[src/rtl/nlfsr_keystream_gen.sv]
// rtl/nlfsr_keystream_gen.sv - Fibonacci LFSR with nonlinear filter, packing keystream bits into bytes
// Optional zero-seed substitution enabled by defining NLFSR_KSG_LOCKUP_GUARD_EN
module nlfsr_keystream_gen #(
  parameter int unsigned      WIDTH  = 16,
  parameter logic [WIDTH-1:0] TAPS   = 16'h8016,
  parameter logic [WIDTH-1:0] INIT   = 16'hACE1,
  parameter int unsigned      WARMUP = 0
) (
  input  logic             clk,
  input  logic             rst_n,
  input  logic             step_en,
  input  logic             seed_valid,
  input  logic [WIDTH-1:0] seed_data,
  output logic             seed_ready,
  output logic             ks_bit,
  output logic [7:0]       byte_data,
  output logic             byte_valid,
  input  logic             byte_ready,
  output logic [WIDTH-1:0] state_o,
  output logic             lockup_o
);

  typedef enum logic {RUN = 1'b0, WARM = 1'b1} fsm_t;

  localparam logic [7:0] WARM_LOAD = 8'(WARMUP);

  fsm_t             fsm_q, fsm_d;
  logic [WIDTH-1:0] lfsr_q;
  logic [WIDTH-1:0] lfsr_stepped;
  logic [WIDTH-1:0] seed_load;
  logic             feedback;
  logic [7:0]       warm_cnt;
  logic [2:0]       bit_cnt;
  logic [6:0]       shreg;
  logic             handshake;
  logic             byte_done;
  logic             do_step;
  logic             collect;

  assign feedback     = ^(lfsr_q & TAPS);
  assign lfsr_stepped = {lfsr_q[WIDTH-2:0], feedback};
  assign ks_bit       = (lfsr_q[WIDTH-2] & lfsr_q[WIDTH-5]) ^ (lfsr_q[WIDTH-7] & lfsr_q[WIDTH-10])
                      ^ (lfsr_q[WIDTH-1] | lfsr_q[WIDTH-8]) ^ lfsr_q[2];
  assign state_o      = lfsr_q;
  assign seed_ready   = rst_n;
  assign handshake    = byte_valid & byte_ready;
  assign byte_done    = collect && (bit_cnt == 3'd7);

`ifdef NLFSR_KSG_LOCKUP_GUARD_EN
  assign seed_load = (seed_data == '0) ? INIT : seed_data;

  always_ff @(posedge clk or negedge rst_n) begin
    if (!rst_n) begin
      lockup_o <= 1'b0;
    end else if (seed_valid) begin
      lockup_o <= (seed_data == '0);
    end
  end
`else
  assign seed_load = seed_data;
  assign lockup_o  = 1'b0;
`endif

  always_ff @(posedge clk or negedge rst_n) begin
    if (!rst_n) begin
      fsm_q <= RUN;
    end else begin
      fsm_q <= fsm_d;
    end
  end

  // A completing byte stalls the whole generator while the previous byte is still unconsumed
  always_comb begin
    fsm_d   = fsm_q;
    do_step = 1'b0;
    collect = 1'b0;
    if (seed_valid) begin
      fsm_d = (WARM_LOAD != 8'd0) ? WARM : RUN;
    end else begin
      case (fsm_q)
        WARM: begin
          if (step_en) begin
            do_step = 1'b1;
            if (warm_cnt <= 8'd1) fsm_d = RUN;
          end
        end
        default: begin
          if (step_en && !(bit_cnt == 3'd7 && byte_valid && !byte_ready)) begin
            do_step = 1'b1;
            collect = 1'b1;
          end
        end
      endcase
    end
  end

  always_ff @(posedge clk or negedge rst_n) begin
    if (!rst_n) begin
      lfsr_q     <= INIT;
      warm_cnt   <= 8'd0;
      bit_cnt    <= 3'd0;
      shreg      <= 7'd0;
      byte_data  <= 8'h00;
      byte_valid <= 1'b0;
    end else if (seed_valid) begin
      lfsr_q     <= seed_load;
      warm_cnt   <= WARM_LOAD;
      bit_cnt    <= 3'd0;
      byte_valid <= 1'b0;
    end else begin
      if (do_step) lfsr_q <= lfsr_stepped;
      if (do_step && fsm_q == WARM) warm_cnt <= warm_cnt - 8'd1;
      if (collect) begin
        if (bit_cnt == 3'd7) begin
          byte_data  <= {shreg, ks_bit};
          byte_valid <= 1'b1;
          bit_cnt    <= 3'd0;
        end else begin
          shreg   <= {shreg[5:0], ks_bit};
          bit_cnt <= bit_cnt + 3'd1;
        end
      end
      if (handshake && !byte_done) byte_valid <= 1'b0;
    end
  end

endmodule

[config.mk]
export PLATFORM = sky130hd
export DESIGN_NAME = nlfsr_keystream_gen
export DESIGN_NICKNAME = d
export VERILOG_FILES = /design/src/rtl/nlfsr_keystream_gen.sv
export SDC_FILE = /design/constraint.sdc
export NUM_CORES = 1
export LEC_CHECK = 0
export BUFFER_PORTS_ARGS = -buffer_cell sky130_fd_sc_hd__buf_2
export CORE_MARGIN = 2
export CORE_UTILIZATION = 30
export CTS_CLUSTER_SIZE = 25
export DETAILED_ROUTE_END_ITERATION = 12
export MAX_ROUTING_LAYER = met4
export PLACE_DENSITY = 0.5
export SYNTH_ARGS = -nofsm -noshare
export SYNTH_HDL_FRONTEND = slang
export SYNTH_SLANG_ARGS = --single-unit
[constraint.sdc]
create_clock -name clk -period 2.5 [get_ports clk]
set_clock_uncertainty 0.15 [all_clocks]
set_input_delay 0.25 -clock clk [delete_from_list [all_inputs] [get_ports clk]]
set_output_delay 0.25 -clock clk [all_outputs]
set_load 0.01 [all_outputs]
==> results of run 1 <==
-- worst max-delay path by stage --
stage	slack, ps	cells after the start	to
3_3_place_gp	560	4	shreg[3]$_DFFE_PN0P_
6_report	520	4	ks_bit
4_1_cts	480	4	ks_bit
3_5_place_dp	540	4	shreg[3]$_DFFE_PN0P_
5_1_grt	400	7	state_o[12]$_DFFE_PN0P_
2_1_floorplan	610	7	state_o[8]$_DFFE_PN0P_
-- stage by stage --
stage / area [um^2] / power, mW / utilization / worst slack [ps] / hold WS [ps]
floorplan: 2050 / 1.08 / - / 611 / -196
global placement: 2360 / 1.19 / 0.351 / 560 / 89.0
detailed placement: 2360 / 1.19 / 0.351 / 541 / 85.8
CTS: 2470 / 1.68 / 0.368 / 481 / 0.865
global route: 2470 / 1.74 / 0.368 / 397 / 14.0
finish: 2470 / 1.64 / 0.368 / 518 / 8.76
-- sequential cells by signal, summed over array words and instances, names as in the netlist --
register and count:
byte_data 8, bit_cnt 3, byte_valid 1, warm_cnt 8, fsm_q 1, state_o 16
shreg 7
-- kinds of logic (layout without fill, tap and decap cells) --
group	count (synthesis)	in the layout
buf+inv	13	63
flops	44	44
other cells	1	1
fa+ha+maj	4	4
simple gates	48	48
xor+xnor	12	12
compound gates	25	25
mux	33	33
-- cells in the final DEF (no fill, tap or decap), types with 2 or more instances in the layout --
cell,Yosys,layout
inv_6,0,2
dfrtp_1,36,36
o21ai_0,18,18
clkbuf_8,0,5
nand2b_1,3,3
buf_2,2,47
xor2_1,2,2
nor3_1,5,5
ha_1,4,4
mux2_2,15,15
nor2_1,11,11
dlygate4sd3_1,0,2
xnor2_1,10,10
or3_1,2,2
buf_4,2,3
mux2i_1,18,18
inv_1,3,3
dfstp_2,8,8
a21oi_1,4,4
nand2_1,19,19
nand3_1,2,2
-- tightest hold or removal path: stages --
cell	delay (ps)
buf_2	70
nand2_1	40
o21ai_0	60
-- cell type report --
cell class | instances | area [um^2] | share of cell area
Multi-Input combinational cell | 123 | 877 | 0.355
Clock inverter | 3 | 25.0 | 0.0101
Sequential cell | 44 | 1110 | 0.450
Inverter | 3 | 11.3 | 0.00456
Timing Repair Buffer | 52 | 278 | 0.112
Clock buffer | 5 | 68.8 | 0.0278
Tap cell | 80 | 100 | 0.0405
-- repair_timing --
item / 4_1_cts / 5_1_grt
hold buffers: 2 / 0
hold endpoints to repair: 13 / 0
setup buffers: 0 / 0
gates resized for setup: 0 / 0
-- per-layer routing --
layer / vias up / track usage / share of wire
met3: 2 / 0.0286 / 0.049
met5: - / - / 0
met1: 687 / 0.156 / 0.49
li1: 712 / - / -
met4: 0 / 0.0341 / 0.0023
met2: 37 / 0.169 / 0.45
-- power by group through the flow --
stage	clock network, mW	logic, mW	registers, mW
2_1_floorplan	0	0.182	0.900
3_3_place_gp	0	0.284	0.909
3_5_place_dp	0	0.286	0.907
4_1_cts	0.497	0.290	0.894
5_1_grt	0.519	0.315	0.910
6_report	0.466	0.284	0.890
==> results.tsv, run 1 <==
stage	metric	value	unit
timing	fin_tns_setup	0	ps
logic_synthesis	synthesis.area	0.00205	mm^2
clock_tree	cts_tree	yes	
logic_synthesis	synth_compound_area_frac	0.0658	
logic_synthesis	yosys.area.top_type_share	0.438	
clock_tree	clockBufferDepth	2	
setup_path	crit_slowest_cell	dfstp_2	
clock_tree	clk_latency	300	ps
power	combPwrFrac	0.173	
setup_path	crit_buf_inv	1	
min_path	hold_class	in2reg	
logic_synthesis	yosysWarnings	0	
floorplanning	num_rows	30	
timing	slew_headroom	0.637	
floorplanning	die-area	0.00753	mm^2
setup_path	path_delay_family	flip-flops	
setup_path	endpoint_kind	output port	
global_route	first_global_vias	1345	
logic_synthesis	synth.area.mux_share	0.170	
power	power.share.sequential	0.543	
setup_path	critPathKind	reg2out	
power	intPower	1.17	mW
logic_synthesis	synth_top_family_by_area	multiplexers	
min_path	holdCritStartpoint	seed_data[12]	
route	drtAntennaViolNets	0	
clock_tree	cts_buffers	5	
logic_synthesis	synth-async-reset-ratio	1.00	
run	max-cap-violations	0	
route	drt_iter0_drc	64	
logic_synthesis	synth.area.top_cells	dfrtp_1, dfstp_2, mux2i_1	
setup_path	critPathMostFrequentCell	xnor2_1	
layout	nets	254	
global_route	grt_usage	0.115	
logic_synthesis	synth_edf_count	0	
logic_synthesis	yosysUniqueCellTypes	30	
timing	setup_violations	0	
route	drc	0	
clock_tree	htree_num_levels	2	
logic_synthesis	yosys.area.top_type	dfrtp_1	
layout	stdcell_count	310	
min_path	min_path_cells	3	
route	avgViaCountPerCell	4.64	
status	status	finished, final reports clean	
setup_path	r2r_cells	4	
clock_tree	path_clk_slew	90	ps
logic_synthesis	synthAdderAreaFrac	0.0244	
layout	drive_above_1_share	0.374	
timing	worstMarginPinSlew	541	ps
timing	rsz0062_at_grt	no	
setup_path	reg2reg_from	bit_cnt[0]$_DFFE_PN0P_	
route	wirelength	3.99	mm
route	drtPass1Iterations	4	
clock_tree	cts-root-buf	clkbuf_8	
layout	n_antenna_cell	0	
logic_synthesis	synth_area_per_cell	11.4	um^2
placement	numPlacedInstances	300	
setup_path	crit_arrival	1580	ps
floorplanning	initial_core_util	0.306	
timing	clock.fmax	0.504	GHz
power	p_leak	1.21	nW
logic_synthesis	seq_area_frac_synth	0.541	
clock_tree	clkSinkCount	44	
route	routedWlPerCell	12.9	um
logic_synthesis	ys_ff_latch	44	
floorplanning	core	0.00672	mm^2
setup_path	start_kind	flip-flop	
logic_synthesis	synth-simple-area-share	0.114	
logic_synthesis	syn_inst	180	
placement	gp_congestion	0.757	
global_route	grt_pass1_wl	6.65	mm
setup_path	cpPeakStageDelay	570	ps
logic_synthesis	synth_xor_area_frac	0.0512	
logic_synthesis	yosysMostFrequentCell	dfrtp_1	
timing	slew_violations	0	
power	powerDensity	664	mW/mm^2
min_path	worstHoldEndpoint	state_o[12]$_DFFE_PN0P_	
power	p_switching	0.469	mW
timing	hold_viol_final	0	
global_route	grt_max_degree	28	
global_route	antenna_found_initial	0	
floorplanning	die_w	86.8	um
global_route	overflow	0	
setup_path	crit_start	state_o[6]$_DFFE_PN1P_	
timing	finalCriticalPeriod	1980	ps
timing	timing.final.crit_share	0.793	
power	p_sw_frac	0.286	
power	vdd.ir_drop.worst	260	uV
logic_synthesis	synth_fp_nets	205	
floorplanning	pin_count	49	
placement	io_buffers	47	
floorplanning	die_y	86.8	um
route	vias	1438	
layout	area_growth	20.3	%
setup_path	regToRegSetupSlack	530	ps
placement	dpl.hpwl	2.77	mm
layout	num-fill-cells	696	
setup_path	worstReg2RegEnd	shreg[1]$_DFFE_PN0P_	
logic_synthesis	synth_commonest_cells	dfrtp_1, nand2_1, mux2i_1, o21ai_0, mux2_2	
setup_path	cp_max_fo	4	
power	pwr-share-clk	0.284	
logic_synthesis	ys.flop_type	dfrtp_1	
setup_path	critPathRequiredTime	2100	ps
setup_path	worstPathCellList	nand2_1, xnor2_1, xnor2_1, buf_2	
No activity file was read; power rests on OpenSTA's default activity.
==> run 2: changes to the inputs <==
Settings changed: PLACE_DENSITY 0.5 to 0.52.
Clock period 2.5 ns to 1.8 ns, I/O delays scaled along.
==> run 2 against run 1 <==
Against the previous run: sequential power grew 39%; design area grew 15%; combinational power grew 73%; die area is the same; via count grew 6.2%; clock power grew 67%; sequential cell count is the same; clock-buffer cell count is the same; register-to-register slack lost 530 ps; largest power group unchanged; highest routed layer unchanged.
==> results.tsv, run 2 (synthesis results as in run 1) <==
stage	metric	value	unit	change
clock_tree	clockBufferDepth	2		unchanged
route	drtPass1Iterations	4		unchanged
layout	drive_above_1_share	0.406		was 0.374
timing	slew_violations	0		unchanged
global_route	antenna_found_initial	0		unchanged
global_route	grt_max_degree	45		was 28
layout	n_antenna_cell	0		unchanged
floorplanning	die_y	86.8	um	unchanged
placement	io_buffers	47		unchanged
run	max-cap-violations	0		unchanged
floorplanning	die-area	0.00753	mm^2	unchanged
route	vias	1527		was 1438
layout	num-fill-cells	658		was 696
route	drc	0		unchanged
placement	numPlacedInstances	306		was 300
timing	clock.fmax	0.556	GHz	
floorplanning	core	0.00672	mm^2	unchanged
global_route	grt_pass1_wl	7.27	mm	was 6.65 mm
clock_tree	cts_buffers	5		unchanged
floorplanning	initial_core_util	0.306		unchanged
route	avgViaCountPerCell	4.54		was 4.64
layout	largest_reg_flops	16		unchanged
timing	fin_ws	2.02	ps	was 518 ps
layout	area_growth	37.8	%	was 20.3%
route	drtAntennaViolNets	0		unchanged
route	drt_iter0_drc	80		was 64
route	wirelength	4.53	mm	was 3.99 mm
setup_path	endpoint_kind	flip-flop		was output port
clock_tree	htree_num_levels	2		unchanged
global_route	first_global_vias	1541		was 1345
power	vdd.ir_drop.worst	372	uV	was 260 uV
clock_tree	clkSinkCount	44		unchanged
clock_tree	path_clk_slew	90	ps	about the same
timing	setup_violations	0		unchanged
setup_path	cp_max_fo	8		was 4
placement	placed_cell_area	0.00246	mm^2	was 0.00236 mm^2
floorplanning	die_w	86.8	um	unchanged
global_route	overflow	0		unchanged
power	powerDensity	886	mW/mm^2	was 664 mW/mm^2
route	routedWlPerCell	13.5	um	was 12.9 um
layout	fin_util	0.421		was 0.368
clock_tree	cts-root-buf	clkbuf_8		unchanged
setup_path	crit_arrival	1830	ps	was 1580 ps
timing	timing.final.crit_share	0.999		
power	finalPower	2.51	mW	was 1.64 mW
timing	hold_viol_final	0		unchanged
placement	dpl.hpwl	2.90	mm	was 2.77 mm
placement	gp_congestion	0.758		was 0.757
timing	rsz0062_at_grt	yes		was no
timing	finalCriticalPeriod	1800	ps	
floorplanning	num_rows	30		unchanged
setup_path	critPathRequiredTime	1830	ps	was 2100 ps
clock_tree	cts_tree	yes		unchanged
power	p_leak	1.37	nW	was 1.21 nW
status	status	finished, final reports clean		unchanged
layout	layout_commonest_cell	buf_2		unchanged
global_route	grt_usage	0.128		was 0.115
layout	final_cell_mix	buf_2, dfrtp_1, mux2i_1		was buf_2, dfrtp_1, nand2_1
setup_path	critPathKind	reg2reg		was reg2out
clock_tree	clk_latency	300	ps	about the same
setup_path	start_kind	flip-flop		unchanged
min_path	hold_class	in2reg		unchanged
placement	post-place-ws	16.0	ps	was 541 ps
layout	nets	280		was 254
layout	stdcell_count	336		was 310
layout	fin_area	0.00283	mm^2	was 0.00247 mm^2
floorplanning	pin_count	49		unchanged
run 2: cell count changes in the layout (fill, tap and decap cells not counted), sizes merged:
| cell | before | now |
|---|---|---|
| buf | 50 | 60 |
| bufinv | 0 | 1 |
| clkbuf | 5 | 6 |
| dlygate4sd3 | 2 | 17 |
| inv | 5 | 4 |
run 2: metrics by stage:
stage | setup TNS [ps] | hold slack (ps)
2_1_floorplan | -112 | -266
3_3_place_gp | 0 | 111
3_5_place_dp | 0 | 98.3
4_1_cts | 0 | 6.03
5_1_grt | -690 | 10.9
6_report | 0 | 22.3
run 2: timing repair:
| item | CTS | global route |
|---|---|---|
| pin swaps | 3 | 2 |
| buffers inserted | 2 | 2 |
| gates cloned | 0 | 1 |
| endpoints found under the setup margin | 2 | 17 |
| hold endpoints to repair | 52 | 0 |
| hold buffers | 17 | 0 |
| gates resized for setup | 3 | 18 |
run 2: where the power goes:
group / total [mW] / internal (mW) / switching (mW) / leakage [nW]
Sequential: 1.24 / 1.14 / 0.103 / 0.554
Combinational: 0.492 / 0.276 / 0.216 / 0.765
Clock: 0.777 / 0.418 / 0.359 / 0.0548
run 2: final timing paths:
check / startpoint / to / slack (ps) / depth (start not counted)
max: bit_cnt[1]$_DFFE_PN0P_ / state_o[4]$_DFFE_PN0P_ / 2 / 7
min: seed_valid / bit_cnt[2]$_DFFE_PN0P_ / 20 / 2
max reg2reg: bit_cnt[1]$_DFFE_PN0P_ / state_o[4]$_DFFE_PN0P_ / 2 / 7
min reg2reg: byte_data[6]$_DFFE_PN0P_ / byte_data[6]$_DFFE_PN0P_ / 360 / 1
max in group asynchronous: rst_n / state_o[15]$_DFFE_PN1P_ / 920 / 3
min in group asynchronous: rst_n / warm_cnt[0]$_DFFE_PN0P_ / 300 / 3
run 2: worst max-delay path, stage by stage, from the launching register on:
cell and delay (ps):
dfrtp_1 370, ha_2 190, ha_4 150, nand3b_1 140
o21ai_4 230, clkbuf_16 200, mux2i_1 190, o21ai_1 70
run 2: area by class of cell:
type	instances	area, um^2	share of cell area
clock buffer	5	68.8	0.0243
clock inverter	3	46.3	0.0164
inverter	3	11.3	0.00398
multi-input combinational	123	927	0.328
sequential	44	1110	0.393
tap	80	100	0.0354
timing repair buffer	78	566	0.200
run 2: layer usage:
layer,GRT usage,routed length [um],up-vias
met3,0.0286,182,2
met5,-,0,-
met1,0.159,2300,729
met4,0.0426,23,0
met2,0.206,2030,37
li1,-,-,759
==> run 3: changes to the inputs <==
Settings changed: ABC_AREA from default to 1, CORE_ASPECT_RATIO from default to 1.5, PLACE_DENSITY 0.52 to 0.49.
Clock period 1.8 ns to 1.9 ns, I/O delays scaled along.
==> run 3 against run 2 <==
Against the previous run: global-route usage grew 1.9 points; utilization shrank 4.1 points; critical path depth is the same; clock power grew 27%; via count grew 30%.
==> results.tsv, run 3 <==
stage	metric	value	unit	change
status	status	finished, final reports clean		unchanged
timing	fin_tns_setup	0	ps	unchanged
route	drtPass1Iterations	4		unchanged
power	p_leak	1.52	nW	was 1.37 nW
layout	n_antenna_cell	0		unchanged
timing	clock.fmax	0.562	GHz	
setup_path	endpoint_kind	output port		was flip-flop
clock_tree	htree_num_levels	2		unchanged
clock_tree	cts-root-buf	clkbuf_16		was clkbuf_8
power	power.share.sequential	0.446		was 0.494
layout	drive_above_1_share	0.254		was 0.406
layout	largest_reg_flops	16		unchanged
power	p_sw_frac	0.275		was 0.270
route	vias	1985		was 1527
power	vdd.ir_drop.worst	323	uV	was 372 uV
placement	placed_cell_area	0.00259	mm^2	was 0.00246 mm^2
placement	gp_congestion	0.815		was 0.758
timing	finalCriticalPeriod	1780	ps	
setup_path	regToRegSetupSlack	170	ps	was 2 ps
timing	fin_hold_ws	38.4	ps	was 22.3 ps
placement	numPlacedInstances	428		was 306
timing	timing.final.crit_share	0.937		
logic_synthesis	synth.area.top_cells	dfrtp_1, nand2_1, dfstp_2		was dfrtp_1, dfstp_2, mux2i_1
setup_path	start_kind	flip-flop		unchanged
floorplanning	die-area	0.00836	mm^2	was 0.00753 mm^2
power	p_switching	0.694	mW	was 0.678 mW
route	avgViaCountPerCell	4.46		was 4.54
logic_synthesis	seq_area_frac_synth	0.485		was 0.541
logic_synthesis	synth-async-reset-ratio	1.00		unchanged
floorplanning	pin_count	49		unchanged
setup_path	cp_max_fo	6		was 8
setup_path	worstReg2RegEnd	byte_data[0]$_DFFE_PN0P_		was state_o[4]$_DFFE_PN0P_
route	routedWlPerCell	12.4	um	was 13.5 um
placement	post-place-ws	99.5	ps	was 16.0 ps
global_route	grt_usage	0.147		was 0.128
timing	hold_viol_final	0		unchanged
clock_tree	clk_latency	290	ps	was 300 ps
power	pwr-share-clk	0.391		was 0.310
floorplanning	core	0.00751	mm^2	was 0.00672 mm^2
setup_path	crit_start	state_o[15]$_DFFE_PN1P_		was bit_cnt[1]$_DFFE_PN0P_
run	max-cap-violations	0		unchanged
layout	stdcell_count	445		was 336
placement	dpl.hpwl	4.08	mm	was 2.90 mm
logic_synthesis	syn_inst	283		was 180
setup_path	cp-endpoint	ks_bit		was state_o[4]$_DFFE_PN0P_
logic_synthesis	yosysWarnings	0		unchanged
clock_tree	clockBufferDepth	2		unchanged
route	drtAntennaViolNets	0		unchanged
layout	fin_area	0.00286	mm^2	was 0.00283 mm^2
floorplanning	die_w	75.3	um	was 86.8 um
logic_synthesis	ys_ff_latch	44		unchanged
placement	io_buffers	47		unchanged
logic_synthesis	yosysUniqueCellTypes	32		was 30
layout	nets	367		was 280
logic_synthesis	synth_fp_nets	308		was 205
power	finalPower	2.52	mW	was 2.51 mW
route	wirelength	5.54	mm	was 4.53 mm
timing	fin_ws	121	ps	was 2.02 ps
global_route	grt_pass1_wl	9.06	mm	was 7.27 mm
clock_tree	path_clk_slew	60	ps	was 90 ps
layout	num-fill-cells	825		was 658
global_route	grt_max_degree	27		was 45
layout	fin_util	0.380		was 0.421
layout	area_growth	24.8	%	was 37.8%
logic_synthesis	synth_area_per_cell	8.09	um^2	was 11.4 um^2
logic_synthesis	yosys.area.top_type	dfrtp_1		unchanged
power	combPwrFrac	0.163		was 0.196
logic_synthesis	yosysMostFrequentCell	nand2_1		was dfrtp_1
clock_tree	cts_buffers	5		unchanged
global_route	first_global_vias	1977		was 1541
min_path	hold_class	in2reg		unchanged
clock_tree	cts_tree	yes		unchanged
layout	final_cell_mix	nand2_1, buf_2, dfrtp_1		was buf_2, dfrtp_1, mux2i_1
logic_synthesis	synth_commonest_cells	nand2_1, dfrtp_1, nand3_1		was dfrtp_1, nand2_1, mux2i_1, o21ai_0, mux2_2
power	intPower	1.83	mW	about the same
timing	setup_violations	0		unchanged
timing	rsz0062_at_grt	yes		unchanged
floorplanning	initial_core_util	0.305		was 0.306
clock_tree	clkSinkCount	44		unchanged
setup_path	reg2reg_from	bit_cnt[0]$_DFFE_PN0P_		was bit_cnt[1]$_DFFE_PN0P_
setup_path	critPathRequiredTime	1560	ps	was 1830 ps
timing	slew_violations	0		unchanged
route	drc	0		unchanged
logic_synthesis	yosys.area.top_type_share	0.393		was 0.438
layout	register_area	0.00111	mm^2	unchanged
floorplanning	die_y	111	um	was 86.8 um
setup_path	r2r_cells	8		was 7
route	drt_iter0_drc	94		was 80
logic_synthesis	ys.flop_type	dfrtp_1		unchanged
floorplanning	num_rows	39		was 30
power	powerDensity	882	mW/mm^2	was 886 mW/mm^2
logic_synthesis	synthesis.area	0.00229	mm^2	was 0.00205 mm^2
layout	layout_commonest_cell	nand2_1		was buf_2
setup_path	crit_arrival	1440	ps	was 1830 ps
global_route	antenna_found_initial	0		unchanged
layout	multi_input_area	0.00100	mm^2	was 927 um^2
setup_path	critPathKind	reg2out		was reg2reg
global_route	overflow	0		unchanged
logic_synthesis	synth_edf_count	0		unchanged
==> run 3: changes by cell type after synthesis, moves of 4 or more <==
| cell | delta |
|---|---|
| inv_1 | +17 |
| a21oi_1 | +5 |
| o21ai_0 | -4 |
| nor2_1 | +9 |
| mux2_2 | -15 |
| mux2i_1 | -18 |
| nand3_1 | +24 |
| nand2_1 | +93 |
| nor3_1 | -4 |
| clkbuf_1 | -5 |
| xnor2_1 | -9 |
==> run 3: worst min-delay path by stage <==
| stage | slack [ps] | endpoint | startpoint | cells past startpoint |
|---|---|---|---|---|
| final | 40 | state_o[9]$_DFFE_PN0P_ | seed_data[9] | 3 |
| after global routing | 50 | state_o[9]$_DFFE_PN0P_ | seed_data[9] | 3 |
| after CTS | 40 | state_o[9]$_DFFE_PN0P_ | seed_data[9] | 3 |
| after detailed placement | -40 | state_o[12]$_DFFE_PN0P_ | rst_n | 1 |
| after global placement | -40 | state_o[12]$_DFFE_PN0P_ | rst_n | 1 |
| after floorplan | -260 | bit_cnt[0]$_DFFE_PN0P_ | rst_n | 0 |
==> run 3: cells by family (layout without fill, tap and decap cells) <==
family,Yosys count,count (layout),share of synthesized area
flip-flops,44,44,0.485
other,1,1,0.00164
AND/OR/NAND/NOR,174,174,0.340
buffers and inverters,31,91,0.0803
adder cells (fa/ha/maj),4,4,0.0219
AO/OA/AOI/OAI,28,28,0.0672
XOR/XNOR,1,1,0.00383
==> run 3: final cells by class <==
| type | count | area share |
|---|---|---|
| clock buffer | 5 | 0.0438 |
| clock inverter | 3 | 0.0149 |
| inverter | 23 | 0.0328 |
| multi-input combinational | 208 | 0.352 |
| sequential | 44 | 0.389 |
| tap | 102 | 0.0447 |
| timing repair buffer | 60 | 0.123 |
==> run 3: routing by layer <==
metal | vias to the layer above | share of wire | global-route usage
met4 | 0 | 0.032 | 0.0678
met1 | 917 | 0.42 | 0.156
met2 | 45 | 0.51 | 0.248
met3 | 9 | 0.041 | 0.0336
li1 | 1014 | - | -
met5 | - | 0 | -
==> run 3: power by group through the flow <==
stage / Sequential [mW] / Combinational, mW / Clock, mW
global placement: 1.14 / 0.387 / 0
finish: 1.12 / 0.410 / 0.987
global route: 1.14 / 0.478 / 1.05
detailed placement: 1.14 / 0.394 / 0
CTS: 1.13 / 0.408 / 1.02
floorplan: 1.14 / 0.242 / 0
==> run 3: critical path, stage by stage, from the launching register on <==
cell	delay [ps]
dfstp_2	580
inv_1	90
nand2_1	90
nor2_1	40
nor2_1	80
nand2_1	70
nand2_2	80
buf_2	130
==> run 3: repair_timing <==
| action | in CTS | in global routing |
|---|---|---|
| gates resized for setup | 0 | 4 |
| setup endpoints to repair | 0 | 14 |
| hold buffers | 8 | 0 |
| setup buffers | 0 | 1 |
| endpoints found under the hold margin | 16 | 0 |
